[config.mk]
export PLATFORM = sky130hd
export DESIGN_NAME = cpu_tia_clock_sequencer
export DESIGN_NICKNAME = d
export VERILOG_FILES = /design/src/rtl/cpu_tia_clock_sequencer.sv
export SDC_FILE = /design/constraint.sdc
export NUM_CORES = 1
export LEC_CHECK = 0
export ABC_AREA = 1
export BUFFER_PORTS_ARGS = -buffer_cell sky130_fd_sc_hd__buf_2
export CELL_PAD_IN_SITES_DETAIL_PLACEMENT = 1
export CELL_PAD_IN_SITES_GLOBAL_PLACEMENT = 2
export CORE_MARGIN = 2
export CORE_UTILIZATION = 23
export CTS_CLUSTER_DIAMETER = 80
export DETAILED_ROUTE_END_ITERATION = 10
export PLACE_DENSITY_LB_ADDON = 0.1
export SYNTH_ARGS = -nofsm -noshare
export SYNTH_HDL_FRONTEND = slang
export SYNTH_SLANG_ARGS = --single-unit
[constraint.sdc]
create_clock -name clk -period 2.8 [get_ports clk]
set_input_delay 0.42 -clock clk [delete_from_list [all_inputs] [get_ports clk]]
set_output_delay 0.42 -clock clk [all_outputs]
set_load 0.05 [all_outputs]
[src/rtl/cpu_tia_clock_sequencer.sv]
// Derives CPU/TIA/PIA clock-enable strobes from the VGA pixel clock, phase-locked to the
// scanline, with an optional frame lock that freezes the machine until the next VGA vsync.
//
// state | meaning
// RUN   | strobes generated from phase counter
// HOLD  | TIA frame started early; machine frozen, waiting for VGA vsync
// ALIGN | waiting for the last pixel of the line to restart on a line start
module cpu_tia_clock_sequencer #(
  parameter int DIV        = 21,
  parameter int CPU_PHASE  = 0,
  parameter int TIA_PHASE0 = 1,
  parameter int TIA_PHASE1 = 8,
  parameter int TIA_PHASE2 = 15,
  parameter int LINE_LEN   = 800,
  parameter int LINE_SKIP  = 2
) (
  input  logic       clk,
  input  logic       rst_n,
  input  logic [9:0] vga_hpos,
  input  logic       vga_vsync,
  input  logic       tia_vsync,
  input  logic       stall_cpu,
  input  logic       frame_lock_en,
  output logic       cpu_enable,
  output logic       cpu_rdy,
  output logic       tia_enable,
  output logic       pia_enable,
  output logic [4:0] phase,
  output logic       frame_hold,
  output logic [7:0] cpu_cycles_last
);

  localparam logic [9:0] RS        = 10'(LINE_LEN - LINE_SKIP);
  localparam logic [9:0] LINE_LAST = 10'(LINE_LEN - 1);
  localparam logic [4:0] PH_LAST   = 5'(DIV - 1);
  localparam logic [4:0] PH_CPU    = 5'(CPU_PHASE);
  localparam logic [4:0] PH_TIA0   = 5'(TIA_PHASE0);
  localparam logic [4:0] PH_TIA1   = 5'(TIA_PHASE1);
  localparam logic [4:0] PH_TIA2   = 5'(TIA_PHASE2);

  typedef enum logic [1:0] {ST_RUN, ST_HOLD, ST_ALIGN} state_t;

  state_t     state;
  logic       tia_vsync_q;
  logic       vga_vsync_q;
  logic [7:0] cycle_cnt;
  logic       tia_rise;
  logic       vga_rise;
  logic       suppress;
  logic       line_end;

  assign tia_rise = tia_vsync & ~tia_vsync_q;
  assign vga_rise = vga_vsync & ~vga_vsync_q;
  assign line_end = (vga_hpos == LINE_LAST);

  // rst_n is folded in so the strobes drop immediately on an asynchronous reset
  // even though phase==0 would otherwise decode as a CPU cycle.
  assign suppress   = (vga_hpos >= RS) || (state != ST_RUN) || !rst_n;
  assign cpu_enable = !suppress && (phase == PH_CPU);
  assign pia_enable = cpu_enable;
  assign tia_enable = !suppress &&
                      ((phase == PH_TIA0) || (phase == PH_TIA1) || (phase == PH_TIA2));
  assign cpu_rdy    = cpu_enable & ~stall_cpu;

  always_ff @(posedge clk or negedge rst_n) begin
    if (!rst_n) begin
      phase       <= '0;
      tia_vsync_q <= 1'b0;
      vga_vsync_q <= 1'b0;
    end else begin
      tia_vsync_q <= tia_vsync;
      vga_vsync_q <= vga_vsync;
      if (vga_hpos >= RS || phase == PH_LAST) phase <= '0;
      else                                    phase <= phase + 5'd1;
    end
  end

  always_ff @(posedge clk or negedge rst_n) begin
    if (!rst_n) begin
      state      <= ST_RUN;
      frame_hold <= 1'b0;
    end else begin
      case (state)
        ST_RUN: begin
          // simultaneous rises mean the frames are already aligned
          if (tia_rise && frame_lock_en && !vga_rise) begin
            state      <= ST_HOLD;
            frame_hold <= 1'b1;
          end
        end
        ST_HOLD: begin
          if (vga_rise || !frame_lock_en) state <= ST_ALIGN;
        end
        ST_ALIGN: begin
          if (line_end) begin
            state      <= ST_RUN;
            frame_hold <= 1'b0;
          end
        end
        default: begin
          state      <= ST_RUN;
          frame_hold <= 1'b0;
        end
      endcase
    end
  end

  always_ff @(posedge clk or negedge rst_n) begin
    if (!rst_n) begin
      cycle_cnt       <= '0;
      cpu_cycles_last <= '0;
    end else if (line_end) begin
      cpu_cycles_last <= (cpu_enable && cycle_cnt != 8'hff) ? cycle_cnt + 8'd1 : cycle_cnt;
      cycle_cnt       <= '0;
    end else if (cpu_enable && cycle_cnt != 8'hff) begin
      cycle_cnt <= cycle_cnt + 8'd1;
    end
  end

endmodule
==> tab_implementation.tex <==
\begin{tabular}{lr}
\hline
Metric & Value \\
\hline
\multicolumn{2}{l}{\textbf{STA}} \\
\quad Worst-margin pin slew & 515 ps \\
\quad Slew Limit Headroom & 65.5\% \\
\quad Slew Viols, Final & 0 \\
\quad Worst setup skew after layout & 7.44 ps \\
\quad Tcrit/Tclk final & 79.0\% \\
\quad Setup violators final & 0 \\
\quad Final Critical Period & 2210 ps \\
\quad Slack of the critical path & 589 ps \\
\quad RSZ-0062 raised after global routing & no \\
\quad Number of hold violations in the final report & 0 \\
\quad Maximum achievable frequency & 0.452 GHz \\
\quad Final sum of negative setup slack & 0 ps \\
\multicolumn{2}{l}{\textbf{Clock network}} \\
\quad Clk sinks & 26 \\
\quad Post-CTS setup-driven buffer insertion count & 0 \\
\quad CTS tree & done \\
\quad Cell chosen for the clock root & sky130\_fd\_sc\_hd\_\_clkbuf\_8 \\
\quad TritonCTS buffer count & 3 \\
\quad Post-CTS Resized & 0 \\
\quad Largest buffer count on any clock path & 2 \\
\quad Number of buffers added to fix hold violations after cts & 0 \\
\quad Clock-pin slew on the worst setup and hold paths & 100 ps \\
\quad Maximum level of the CTS H-tree & 1 \\
\quad Worst-Skew Late Latency & 280 ps \\
\multicolumn{2}{l}{\textbf{Die}} \\
\quad Placeable core region & 0.00603 sq mm \\
\quad Initial Utilization & 24.1\% \\
\quad Die Span Y & 83.5 um \\
\quad Std cell rows & 28 \\
\quad Count of pins on the block boundary & 34 \\
\quad Die area & 0.00698 sq mm \\
\quad Die span in x & 83.5 um \\
\multicolumn{2}{l}{\textbf{Synth}} \\
\quad Net count after synthesis & 212 \\
\quad Prevailing post-synth register cell & sky130\_fd\_sc\_hd\_\_dfrtp\_1 \\
\quad Number of enable flip-flop cells after synthesis & 0 \\
\quad Share of synthesized flip-flops with an asynchronous set or reset & 100\% \\
\quad Number of distinct standard cells referenced by the synthesized netlist & 21 \\
\quad Synthesis-stage register bit count & 26 \\
\quad Fraction of the yosys area taken by sequential cells & 44.7\% \\
\quad Mean instance size in the synthesized netlist & 7.62 sq um \\
\quad Post-synth design cell area & 0.00146 sq mm \\
\quad Synth Instances & 191 \\
\quad Syn. warnings & 0 \\
\multicolumn{2}{l}{\textbf{Placed design}} \\
\quad GP Congestion & 0.784 \\
\quad Detailed placer's ending HPWL & 3.18 mm \\
\quad Count of port buffers added during placement & 33 \\
\quad Worst setup slack before clock tree synthesis & 837 ps \\
\multicolumn{2}{l}{\textbf{Hold path}} \\
\quad Path class of the lowest-slack min-delay path & in -> async \\
\multicolumn{2}{l}{\textbf{Power}} \\
\quad Peak ir drop on the vdd network & 0.341 mV \\
\quad PD cells & 823 mW/mm\^{}2 \\
\quad Static Leakage & 0.00104 uW \\
\quad Total power & 1470 uW \\
\multicolumn{2}{l}{\textbf{Critical path}} \\
\quad Slowest cell on the critical path & sky130\_fd\_sc\_hd\_\_dfrtp\_1 \\
\quad Kind of launch point of the worst setup path & flip-flop \\
\quad Required time of the critical path & 2380 ps \\
\quad Type of destination of the critical path & output port \\
\quad CP peak stage delay & 430 ps \\
\quad Category of the critical setup timing path & reg -> out \\
\quad Ordered cell list for the critical path & inv\_1, ha\_1, nand3\_1, nor2\_2, buf\_4, buf\_2 \\
\quad Data arrival time of the critical path & 1790 ps \\
\quad Critical Path Fanout Max & 12 \\
\quad Worst reg2reg setup slack & 1150 ps \\
\multicolumn{2}{l}{\textbf{Final layout}} \\
\quad Filler cell count in the final layout & 745 \\
\quad Number of nets in the final layout & 250 \\
\quad End-of-flow core utilization & 29.6\% \\
\quad Layout cell share with drive strength beyond 1 & 24.1\% \\
\quad Diodes inserted & 0 \\
\quad Area Overhead vs Synth & 22.4\% \\
\multicolumn{2}{l}{\textbf{Detailed routing}} \\
\quad Violation count after the first detailed-routing iteration & 34 \\
\quad Overall routed net length & 4.01 mm \\
\quad Average wire per cell in the routed design & 13.2 um \\
\quad DRC violations left & 0 \\
\quad Detail Route Antenna Nets & 0 \\
\quad Vias post-DR & 1,333 \\
\quad DR vias/cell & 4.40 \\
\quad First-pass detailed-route iteration total & 4 \\
\multicolumn{2}{l}{\textbf{Global routing}} \\
\quad Antenna violations before repair & 0 \\
\quad Wire length of the first global-routing pass & 7.18 mm \\
\quad Number of global-route vias before repair & 1,510 \\
\quad Remaining global-route overflow & 0 \\
\quad Total GRT Usage & 12.5\% \\
\quad Maximum number of pins on one net before global-route repair & 27 \\
\multicolumn{2}{l}{\textbf{Job}} \\
\quad Number of max-capacitance violations reported & 0 \\
\multicolumn{2}{l}{\textbf{Run status}} \\
\quad Run status & finished, final reports clean \\
\hline
\end{tabular}
==> registers in the layout, indices dropped and copies added, names as in the netlist <==
name,count
tia_vsync_q,1
phase,5
state,2
vga_vsync_q,1
cpu_cycles_last,8
cycle_cnt,8
frame_hold,1
==> cell usage after synthesis, types with 2 or more instances <==
cell type / count / area [sq um]
sky130_fd_sc_hd__nand2_2: 7 / 43.8
sky130_fd_sc_hd__inv_1: 26 / 97.6
sky130_fd_sc_hd__clkinv_1: 2 / 7.51
sky130_fd_sc_hd__nand3_1: 18 / 90.1
sky130_fd_sc_hd__xor2_1: 3 / 26.3
sky130_fd_sc_hd__nor2_1: 25 / 93.8
sky130_fd_sc_hd__nand2_1: 54 / 203
sky130_fd_sc_hd__nor2_2: 4 / 25.0
sky130_fd_sc_hd__nand4_1: 3 / 18.8
sky130_fd_sc_hd__a21oi_1: 5 / 25.0
sky130_fd_sc_hd__dfrtp_1: 26 / 651
sky130_fd_sc_hd__nor3_1: 3 / 15.0
sky130_fd_sc_hd__nand3_2: 3 / 30.0
sky130_fd_sc_hd__ha_1: 5 / 62.6
==> kinds of logic after synthesis <==
kind of cell / share of synthesized area (%)
simple gates: 37.9
buf+inv: 8.51
flops: 44.7
compound gates: 2.75
fa+ha+maj: 4.30
xor+xnor: 1.81
==> final cells by class <==
| cell class | instances | area (sq um) | share of cell area, % |
|---|---|---|---|
| multi-input cells | 135 | 681 | 38.2 |
| flip-flops and latches | 26 | 651 | 36.5 |
| repair buffers | 35 | 180 | 10.1 |
| inverters | 28 | 105 | 5.90 |
| well taps | 75 | 93.8 | 5.27 |
| clock buffers | 3 | 41.3 | 2.32 |
| clock inverters | 1 | 30.0 | 1.69 |
==> through the flow <==
stage,hold slack [ps],area [sq um],std cells
final,207,1780,303
after global routing,218,1780,303
after detailed placement,462,1710,299
after CTS,205,1780,303
after global placement,455,1710,299
after floorplan,124,1460,191
==> worst max-delay path, delay by kind of cell, from the launching register on <==
kind          cells  cell delay, ps
flops             1             430
buf+inv           3             580
simple gates      2             300
fa+ha+maj         1             200
==> metal layers <==
layer	share of wire [%]	wire, um	up-vias	global-route usage (%)
met2	52	2070	17	22.6
met3	2.2	88	4	1.88
met5	0	0	-	0
met1	45	1820	646	15.3
li1	-	-	666	-
met4	0.97	39	0	4.11
==> path summary, 6_finish.rpt <==
| check | startpoint | end | cells past startpoint |
|---|---|---|---|
| min reg2reg | frame_hold | frame_hold | 2 |
| min in group clk | vga_vsync | vga_vsync_q | 1 |
| min | rst_n | cycle_cnt[2] | 2 |
| max | phase[1] | cpu_enable | 6 |
| max in group asynchronous | rst_n | cycle_cnt[3] | 2 |
| max reg2reg | cycle_cnt[0] | cpu_cycles_last[7] | 9 |
==> cells in the final DEF (no fill, tap or decap), types with 2 or more instances in the layout <==
cell,netlist,final
sky130_fd_sc_hd__buf_4,1,2
sky130_fd_sc_hd__nor3_1,3,3
sky130_fd_sc_hd__xor2_1,3,3
sky130_fd_sc_hd__ha_1,5,5
sky130_fd_sc_hd__nor2_1,25,25
sky130_fd_sc_hd__dfrtp_1,26,26
sky130_fd_sc_hd__nand4_1,3,3
sky130_fd_sc_hd__nand2_1,54,54
sky130_fd_sc_hd__nand3_2,3,3
sky130_fd_sc_hd__a21oi_1,5,5
sky130_fd_sc_hd__clkbuf_8,0,3
sky130_fd_sc_hd__nor2_2,4,4
sky130_fd_sc_hd__nand3_1,18,18
sky130_fd_sc_hd__clkinv_1,2,2
sky130_fd_sc_hd__buf_2,0,33
sky130_fd_sc_hd__nand2_2,7,7
sky130_fd_sc_hd__inv_1,26,26
==> where the power goes <==
| group | internal (uW) | switching (uW) |
|---|---|---|
| logic | 177 | 423 |
| registers | 456 | 91.4 |
| clock network | 191 | 128 |
(Power assumes the default switching activity.)
